--- src/rtl/mc_ctrl_if.sv ---
// Bundle of the instruction fields, ALU flag and datapath control lines
// exchanged between the multi-cycle controller and its datapath.
interface mc_ctrl_if;
  logic [5:0]  op;
  logic [5:0]  func;
  logic        zero;
  logic        cnt_load;
  logic [31:0] cnt_load_value;
  logic        IRWr;
  logic        PCWr;
  logic [1:0]  npc_sel;
  logic        RegWrite;
  logic        Regdst;
  logic        link;
  logic        ALUsrcB;
  logic [2:0]  ALUop;
  logic [1:0]  Ext_sel;
  logic        MemWrite;
  logic        MemtoReg;
  logic [2:0]  state;
  logic        illegal;
  logic [31:0] instr_cnt;

  modport slave (
    input  op, func, zero, cnt_load, cnt_load_value,
    output IRWr, PCWr, npc_sel, RegWrite, Regdst, link, ALUsrcB, ALUop,
           Ext_sel, MemWrite, MemtoReg, state, illegal, instr_cnt
  );

  modport master (
    output op, func, zero, cnt_load, cnt_load_value,
    input  IRWr, PCWr, npc_sel, RegWrite, Regdst, link, ALUsrcB, ALUop,
           Ext_sel, MemWrite, MemtoReg, state, illegal, instr_cnt
  );
endinterface

--- src/rtl/mc_ctrl.sv ---
// Multi-cycle MIPS-subset controller: FETCH/DECODE/EXE/MEM/WB FSM with
// combinational control outputs and a retired-instruction counter.
module mc_ctrl (
  input  logic     clk,
  input  logic     reset,
  mc_ctrl_if.slave bus
);
  typedef enum logic [2:0] {
    FETCH  = 3'd0,
    DECODE = 3'd1,
    EXE    = 3'd2,
    MEM    = 3'd3,
    WB     = 3'd4
  } state_t;

  typedef enum logic [3:0] {
    I_ADDU, I_SUBU, I_JR, I_ORI, I_LUI, I_LW, I_SW, I_BEQ, I_J, I_JAL, I_BAD
  } instr_t;

  state_t      state_reg, state_next;
  instr_t      instr;
  logic [31:0] cnt_reg;

  logic       ir_wr, pc_wr, reg_write, regdst, link, alusrcb;
  logic       mem_write, mem_to_reg, illegal;
  logic [1:0] npc_sel, ext_sel;
  logic [2:0] aluop;

  always_comb begin
    instr = I_BAD;
    case (bus.op)
      6'b000000: begin
        case (bus.func)
          6'b100001: instr = I_ADDU;
          6'b100011: instr = I_SUBU;
          6'b001000: instr = I_JR;
          default:   instr = I_BAD;
        endcase
      end
      6'b001101: instr = I_ORI;
      6'b001111: instr = I_LUI;
      6'b100011: instr = I_LW;
      6'b101011: instr = I_SW;
      6'b000100: instr = I_BEQ;
      6'b000010: instr = I_J;
      6'b000011: instr = I_JAL;
      default:   instr = I_BAD;
    endcase
  end

  always_ff @(posedge clk or negedge reset) begin
    if (!reset) begin
      state_reg <= FETCH;
    end else begin
      state_reg <= state_next;
    end
  end

  always_comb begin
    state_next = state_reg;
    ir_wr      = 1'b0;
    pc_wr      = 1'b0;
    npc_sel    = 2'd0;
    reg_write  = 1'b0;
    regdst     = 1'b0;
    link       = 1'b0;
    alusrcb    = 1'b0;
    aluop      = 3'b000;
    ext_sel    = 2'b00;
    mem_write  = 1'b0;
    mem_to_reg = 1'b0;
    illegal    = 1'b0;

    // Datapath settings chosen in EXE stay applied until the instruction retires.
    if (state_reg == EXE || state_reg == MEM || state_reg == WB) begin
      case (instr)
        I_ADDU: begin regdst = 1'b1; aluop = 3'b000; end
        I_SUBU: begin regdst = 1'b1; aluop = 3'b001; end
        I_ORI:  begin alusrcb = 1'b1; aluop = 3'b010; ext_sel = 2'b00; end
        I_LUI:  begin alusrcb = 1'b1; aluop = 3'b011; end
        I_LW, I_SW: begin alusrcb = 1'b1; aluop = 3'b000; ext_sel = 2'b01; end
        I_BEQ:  aluop = 3'b001;
        default: ;
      endcase
    end

    case (state_reg)
      FETCH: begin
        ir_wr      = 1'b1;
        state_next = DECODE;
      end
      DECODE: begin
        if (instr == I_BAD) begin
          illegal    = 1'b1;
          pc_wr      = 1'b1;
          state_next = FETCH;
        end else begin
          state_next = EXE;
        end
      end
      EXE: begin
        state_next = FETCH;
        case (instr)
          I_ADDU, I_SUBU, I_ORI, I_LUI: state_next = WB;
          I_LW, I_SW:                   state_next = MEM;
          I_BEQ: begin
            pc_wr   = 1'b1;
            npc_sel = bus.zero ? 2'd1 : 2'd0;
          end
          I_J: begin
            pc_wr   = 1'b1;
            npc_sel = 2'd2;
          end
          I_JAL: begin
            pc_wr     = 1'b1;
            npc_sel   = 2'd2;
            reg_write = 1'b1;
            link      = 1'b1;
          end
          I_JR: begin
            pc_wr   = 1'b1;
            npc_sel = 2'd3;
          end
          default: state_next = FETCH;
        endcase
      end
      MEM: begin
        if (instr == I_SW) begin
          mem_write  = 1'b1;
          pc_wr      = 1'b1;
          state_next = FETCH;
        end else begin
          state_next = WB;
        end
      end
      WB: begin
        reg_write  = 1'b1;
        pc_wr      = 1'b1;
        mem_to_reg = (instr == I_LW);
        state_next = FETCH;
      end
      default: state_next = FETCH;
    endcase
  end

  always_ff @(posedge clk or negedge reset) begin
    if (!reset) begin
      cnt_reg <= 32'd0;
    end else if (bus.cnt_load) begin
      cnt_reg <= bus.cnt_load_value;
    end else if (pc_wr) begin
      cnt_reg <= cnt_reg + 32'd1;
    end
  end

  // Reset must silence every strobe immediately, including IRWr in FETCH.
  assign bus.IRWr      = reset & ir_wr;
  assign bus.PCWr      = reset & pc_wr;
  assign bus.npc_sel   = reset ? npc_sel : 2'd0;
  assign bus.RegWrite  = reset & reg_write;
  assign bus.Regdst    = reset & regdst;
  assign bus.link      = reset & link;
  assign bus.ALUsrcB   = reset & alusrcb;
  assign bus.ALUop     = reset ? aluop : 3'd0;
  assign bus.Ext_sel   = reset ? ext_sel : 2'd0;
  assign bus.MemWrite  = reset & mem_write;
  assign bus.MemtoReg  = reset & mem_to_reg;
  assign bus.illegal   = reset & illegal;
  assign bus.state     = reset ? state_reg : FETCH;
  assign bus.instr_cnt = cnt_reg;
endmodule

--- src/flat_wrapper.sv ---
// flat-port wrapper written by rule: the top's interface ports become plain ports
module mc_ctrl_flat 
  (clk, reset, bus_op, bus_func, bus_zero, bus_cnt_load, bus_cnt_load_value, bus_IRWr, bus_PCWr, bus_npc_sel, bus_RegWrite, bus_Regdst, bus_link, bus_ALUsrcB, bus_ALUop, bus_Ext_sel, bus_MemWrite, bus_MemtoReg, bus_state, bus_illegal, bus_instr_cnt);
  mc_ctrl_if bus_i ();
  input  logic clk;
  input  logic reset;
  input wire logic [$bits(bus_i.op)-1:0] bus_op;
  input wire logic [$bits(bus_i.func)-1:0] bus_func;
  input wire logic [$bits(bus_i.zero)-1:0] bus_zero;
  input wire logic [$bits(bus_i.cnt_load)-1:0] bus_cnt_load;
  input wire logic [$bits(bus_i.cnt_load_value)-1:0] bus_cnt_load_value;
  output wire logic [$bits(bus_i.IRWr)-1:0] bus_IRWr;
  output wire logic [$bits(bus_i.PCWr)-1:0] bus_PCWr;
  output wire logic [$bits(bus_i.npc_sel)-1:0] bus_npc_sel;
  output wire logic [$bits(bus_i.RegWrite)-1:0] bus_RegWrite;
  output wire logic [$bits(bus_i.Regdst)-1:0] bus_Regdst;
  output wire logic [$bits(bus_i.link)-1:0] bus_link;
  output wire logic [$bits(bus_i.ALUsrcB)-1:0] bus_ALUsrcB;
  output wire logic [$bits(bus_i.ALUop)-1:0] bus_ALUop;
  output wire logic [$bits(bus_i.Ext_sel)-1:0] bus_Ext_sel;
  output wire logic [$bits(bus_i.MemWrite)-1:0] bus_MemWrite;
  output wire logic [$bits(bus_i.MemtoReg)-1:0] bus_MemtoReg;
  output wire logic [$bits(bus_i.state)-1:0] bus_state;
  output wire logic [$bits(bus_i.illegal)-1:0] bus_illegal;
  output wire logic [$bits(bus_i.instr_cnt)-1:0] bus_instr_cnt;
  assign bus_i.op = bus_op;
  assign bus_i.func = bus_func;
  assign bus_i.zero = bus_zero;
  assign bus_i.cnt_load = bus_cnt_load;
  assign bus_i.cnt_load_value = bus_cnt_load_value;
  assign bus_IRWr = bus_i.IRWr;
  assign bus_PCWr = bus_i.PCWr;
  assign bus_npc_sel = bus_i.npc_sel;
  assign bus_RegWrite = bus_i.RegWrite;
  assign bus_Regdst = bus_i.Regdst;
  assign bus_link = bus_i.link;
  assign bus_ALUsrcB = bus_i.ALUsrcB;
  assign bus_ALUop = bus_i.ALUop;
  assign bus_Ext_sel = bus_i.Ext_sel;
  assign bus_MemWrite = bus_i.MemWrite;
  assign bus_MemtoReg = bus_i.MemtoReg;
  assign bus_state = bus_i.state;
  assign bus_illegal = bus_i.illegal;
  assign bus_instr_cnt = bus_i.instr_cnt;
  mc_ctrl u_core (.clk(clk), .reset(reset), .bus(bus_i));
endmodule
--- config.mk ---
export PLATFORM = sky130hd
export DESIGN_NAME = mc_ctrl_flat
export DESIGN_NICKNAME = d
export VERILOG_FILES = /design/src/rtl/mc_ctrl_if.sv /design/src/rtl/mc_ctrl.sv /design/src/flat_wrapper.sv
export SDC_FILE = /design/constraint.sdc
export NUM_CORES = 1
export LEC_CHECK = 0
export CAP_MARGIN = 20
export CORE_ASPECT_RATIO = 1.4
export CORE_MARGIN = 1.5
export CORE_UTILIZATION = 42
export CTS_CLUSTER_SIZE = 14
export DETAILED_ROUTE_END_ITERATION = 6
export PLACE_DENSITY = 0.84
export SYNTH_ARGS = -nofsm -noshare
export SYNTH_HDL_FRONTEND = slang
export SYNTH_SLANG_ARGS = --single-unit
--- constraint.sdc ---
create_clock -name clk -period 3.1 [get_ports clk]
set_clock_uncertainty 0.15 [all_clocks]
set_input_delay 0.62 -clock clk [delete_from_list [all_inputs] [get_ports clk]]
set_output_delay 0.62 -clock clk [all_outputs]
set_load 0.02 [all_outputs]
# After elaboration in Yosys (flattened, before gate mapping)
# Index checks and enable logic that the tools add are counted.
word_totals:
  ff_bits: 35
  output_inout_bits: 51
classes:
  n_addsub: 1
  eq_ne: 24
  mux: 34
  n_bitwise: 9
  reduce_logical: 13
ops:
  columns: ["operator", "n"]
  rows:
  - ["$mux 32", 2]
  - ["$add 32x1->32 const B", 1]
  - ["$pmux 4 s8", 1]
  - ["$eq 6x6->1 const B", 4]
  - ["$eq 6x4->1 const B", 3]
  - ["$eq 4x3->1 const B", 4]
  - ["$mux 1", 15]
  - ["$eq 4x4->1 const B", 3]
  - ["$eq 6x2->1 const B", 2]
  - ["$mux 3", 4]
  - ["$pmux 2 s3", 2]
  - ["$pmux 3 s4", 1]
  - ["$pmux 4 s3", 1]
  - ["$reduce_or 4->1", 3]
  - ["$mux 2", 5]
  - ["$and 1x1->1", 9]
  - ["$eq 4x2->1 const B", 2]
  - ["$reduce_or 2->1", 4]
  - ["$eq 3x2->1 const B", 2]
  - ["$eq 6x3->1 const B", 1]
  - ["$logic_not 6->1", 1]
  - ["$pmux 3 s2", 1]
  - ["$eq 4x1->1 const B", 1]
  - ["$logic_not 4->1", 1]
  - ["7 further kinds", 8]

# Depth between registers and ports, before layout
depth:
  ltp_word: 9
  mapped_depth: 9
  ltp_nobuf: 7

# Least setup slack after synthesis
# OpenSTA, ideal clock, no wires.
synth_timing:
  path_kind: "input -> output"
  startpoint: "input port bus_op[3]"
  endpoint: "output port bus_PCWr"
  arrival_ns: 2.338
  setup_slack_ns: -0.008
  cell_stages: 7
  path_buffers: 0
  cell_sequence: "or2_1 > o31a_1 > a2111oi_1 > and2b_1 > o21ai_2 > nand2_1 > and2_1"
synth_between:
  elab_chain_cells: 7
  word_cells_on_any_way: 21
  cone_classes: "13 x eq/ne; 5 x mux; 1 x bitwise; 2 x reduce/logical"
synth_lines:
  columns: ["element", "line_no", "rtl"]
  rows:
  - ["start, declared", "flat_wrapper.sv:7", "input wire logic [$bits(bus_i.op)-1:0] bus_op;"]
  - ["$eq 6x2->1 (tied with other cells)", "mc_ctrl.sv:31", "case (bus.op)"]
  - ["$pmux 4 s8 *", "mc_ctrl.sv:31", null]
  - ["$eq 4x3->1 (tied with other cells)", "mc_ctrl.sv:103", "case (instr)"]
  - ["$reduce_or 4->1 (no line)", null, null]
  - ["$mux 1", "mc_ctrl.sv:103", null]
  - ["$pmux 1 s4 *", "mc_ctrl.sv:87", "case (state_reg)"]
  - ["$and 1x1->1 *", "mc_ctrl.sv:158", "assign bus.PCWr = reset & pc_wr;"]
  - ["end, declared", "flat_wrapper.sv:13", "output wire logic [$bits(bus_i.PCWr)-1:0] bus_PCWr;"]
# Every way passes the cells marked *; elsewhere a longest branch is shown, timed or not.

# Worst setup path after layout
layout_timing:
  startpoint: "input port bus_op[2]"
  endpoint: "output port bus_PCWr"
# Same word-level chain as after synthesis.

==> results.py <==
metrics = {
    "worst_setup_path": {
        "endpoint_kind": "output port",
        "cp_cell_sequence": "buf_6, or2_4, o31a_1, a2111oi_4, and2b_2, o21ai_4, nand2_2, and2_4, buf_6",
        "critPathMaxFanout": 3,
        "cpPeakStageDelay_ns": 0.33,
        "cp_common_cell": "buf_6",
        "crit_required_ns": 2.33,
        "cp_slowest_cell": "a2111oi_4",
        "path_class": "input port to output port",
        "cp_data_arrival_time_ns": 2.39,
        "cp-start-kind": "input port",
    },
    "logic_synthesis": {
        "synth_area_um2": 2880,
        "ys.flop_type": "dfrtp_1",
        "synth_common_cells": "nand3_1 (52), nand2_1 (38), dfrtp_1 (35)",
        "synth.area.top_cells": "dfrtp_1 (30%), nand3_1 (9.1%), nand2_1 (5.0%)",
        "synth_top_area_cell": "dfrtp_1",
        "syn_area_per_cell_um2": 7.75,
        "synth_edf_count": 0,
        "syn-instance-count": 371,
        "synth.ff_latch_count": 35,
        "async_flop_share_pct": 100,
        "ys_types": 62,
        "yosysMostFrequentCell": "nand3_1",
        "seq_area_frac_synth_pct": 30.5,
        "synth.top_cell.area_share_pct": 30.5,
        "ys_warn_count": 0,
    },
    "layout": {
        "drive_gt1_share_pct": 22.4,
        "stdcell_count": 612,
        "fillers": 584,
        "multi_input_area_um2": 1960,
        "largest_reg_flops": 32,
        "stdcell_area_um2": 4460,
        "area_growth_syn_to_layout_pct": 55.1,
        "fin_nets": 567,
        "seqCellArea_um2": 876,
    },
    "die": {
        "start_util_pct": 43.5,
        "rows": 35,
        "dieArea_um2": 7360,
        "core_area_um2": 6610,
        "die_x_um": 72.9,
        "die-height_um": 101,
        "num_io_pins": 99,
    },
    "routing": {
        "drt_wl_total_um": 10400,
        "drc": 0,
        "drtIter0Drc": 148,
        "vias_per_cell": 5.80,
        "vias": 3549,
        "firstDrtPassIters": 7,
        "drtAntennaViolNets": 0,
        "wire_per_inst_um": 16.9,
    },
    "clocking": {
        "clkSinkCount": 35,
        "clock_tree.root_cell": "clkbuf_8",
        "htreeDepth": 2,
        "cts_buffers": 5,
        "path_clk_slew_ns": 0.07,
        "cts_tree": "built",
        "clock_path_buffers": 2,
        "clock_latency_ns": 0.30,
    },
    "flow_run": {
        "maxCapViolations": 0,
    },
    "sta": {
        "period_needed_ns": 3.16,
        "tns_ns": -0.0606,
        "setup_slack_ns": -0.0606,
        "relSlewSlack_pct": 66.7,
        "hold_slack_ns": 0.0952,
        "hold_viol_final": 0,
        "rsz0062_at_grt": "true",
        "clock.fmax_mhz": 316,
        "final_max_slew_viol_count": 0,
        "fin_crit_sh_pct": 102,
        "setup_viol": 1,
        "worst_slew_pin_slew_ns": 0.499,
    },
    "global_route": {
        "grt_pass1_wl_um": 16200,
        "grt_start_max_net_pins": 83,
        "antenna_found_initial": 1,
        "grt.total_usage_pct": 28.5,
        "grt_pass1_vias": 3444,
        "overflow": 0,
    },
    "place": {
        "place_congestion": 0.921,
        "post_dp_cell_area_um2": 4250,
        "port_buffers": 96,
        "place_inst": 592,
        "post-dp-hpwl_um": 7800,
    },
    "min_path": {
        "holdCritPathClass": "input port to async pin",
    },
    "pwr": {
        "ir_drop_mv": 0.304,
        "p_leak_nw": 1.84,
        "power_mw": 1.87,
        "p_per_area_nw_per_um2": 419,
    },
    "run_status": {
        "violations": "setup timing",
        "outcome": "finished, violations left",
    },
}
[repair_timing]
item / 4_1_cts / 5_1_grt
pin swaps: 16 / 9
cloned: 0 / 0
hold buffers: 0 / 0
endpoints found under the setup margin: 26 / 11
setup buffers: 6 / 7
resized for setup: 85 / 17
[cell families (layout without fill, tap and decap cells)]
family | after synthesis | count (layout) | synth area share, %
adder cells (fa/ha/maj) | 1 | 1 | 0.435
AO/OA/AOI/OAI | 91 | 91 | 22.5
XOR/XNOR | 2 | 2 | 0.609
buffers and inverters | 29 | 176 | 4.70
other | 1 | 3 | 0.130
AND/OR/NAND/NOR | 211 | 211 | 40.8
multiplexers | 1 | 1 | 0.348
flip-flops | 35 | 35 | 30.5
[critical path: cells and delay by family]
kind                   cells  cell delay (ns)
buffers and inverters      2             0.21
and+or+nand+nor            4             0.79
AOI/OAI and AO/OA          3             0.75
[power breakdown]
group	internal [mW]	switching, mW	leakage [nW]	total, mW
sequential	0.533	0.103	0.400	0.636
clock	0.154	0.177	0.0477	0.331
combinational	0.428	0.471	1.39	0.900
total	1.12	0.752	1.84	1.87
[placed cells by master, fill, tap and decap left out, types with 3 or more instances in the layout]
cell,netlist,routed
clkdlybuf4s50_1,0,70
buf_4,2,61
nand3_1,52,52
nand2_1,38,36
dfrtp_1,35,35
nor2_1,22,21
nor2b_1,18,18
o21ai_0,19,16
a22oi_1,14,14
nor3_1,14,13
a21oi_1,14,11
or4_1,11,11
inv_1,10,10
dlygate4sd2_1,0,10
buf_2,3,9
o211ai_1,8,8
and2_1,9,7
nand4_1,6,6
nor4_1,6,6
buf_6,2,6
nor3b_1,5,5
clkbuf_8,0,5
nand2b_1,4,4
a21oi_2,0,3
a211oi_1,3,3
or2_2,3,3
o21a_1,3,3
and4_1,3,3
a22o_1,3,3
o31ai_1,3,3
clkinv_2,0,3
[routing by layer]
| metal | track usage, % | vias up | routed length, µm |
|---|---|---|---|
| met5 | 0 | - | 0 |
| li1 | - | 1701 | - |
| met1 | 32.5 | 1673 | 3960 |
| met4 | 13.8 | 0 | 295 |
| met2 | 52.0 | 156 | 5540 |
| met3 | 2.80 | 19 | 566 |
[final timing paths]
path | from | slack [ns] | endpoint | cells after the start
max | bus_op[2] | -0.06 | bus_PCWr | 9
min | reset | 0.1 | u_core.state_reg[1] | 2
max reg2reg | u_core.bus.instr_cnt[15] | 0.71 | u_core.bus.instr_cnt[30] | 7
min reg2reg | u_core.bus.instr_cnt[30] | 0.43 | u_core.bus.instr_cnt[30] | 2
max in group asynchronous | reset | 1.96 | u_core.bus.instr_cnt[2] | 4
min in group clk | u_core.bus.instr_cnt[30] | 0.43 | u_core.bus.instr_cnt[30] | 2
[layout make-up]
| class | instances | area share (%) |
|---|---|---|
| tap | 92 | 2.58 |
| antenna | 1 | 0.0561 |
| timing repair buffer | 158 | 31.0 |
| inverter | 10 | 0.842 |
| multi-input combinational | 308 | 44.0 |
| clock inverter | 3 | 0.337 |
| clock buffer | 5 | 1.54 |
| sequential | 35 | 19.6 |
[metrics by stage]
step / utilization [%] / setup WS [ns]
detailed placement: 64.2 / -0.901
finish: 67.4 / -0.0606
CTS: 66.6 / -0.107
global placement: 64.2 / -0.898
floorplan: - / 0.0350
global route: 67.4 / -0.116
Note: power is estimated with default switching activity, not from simulation.
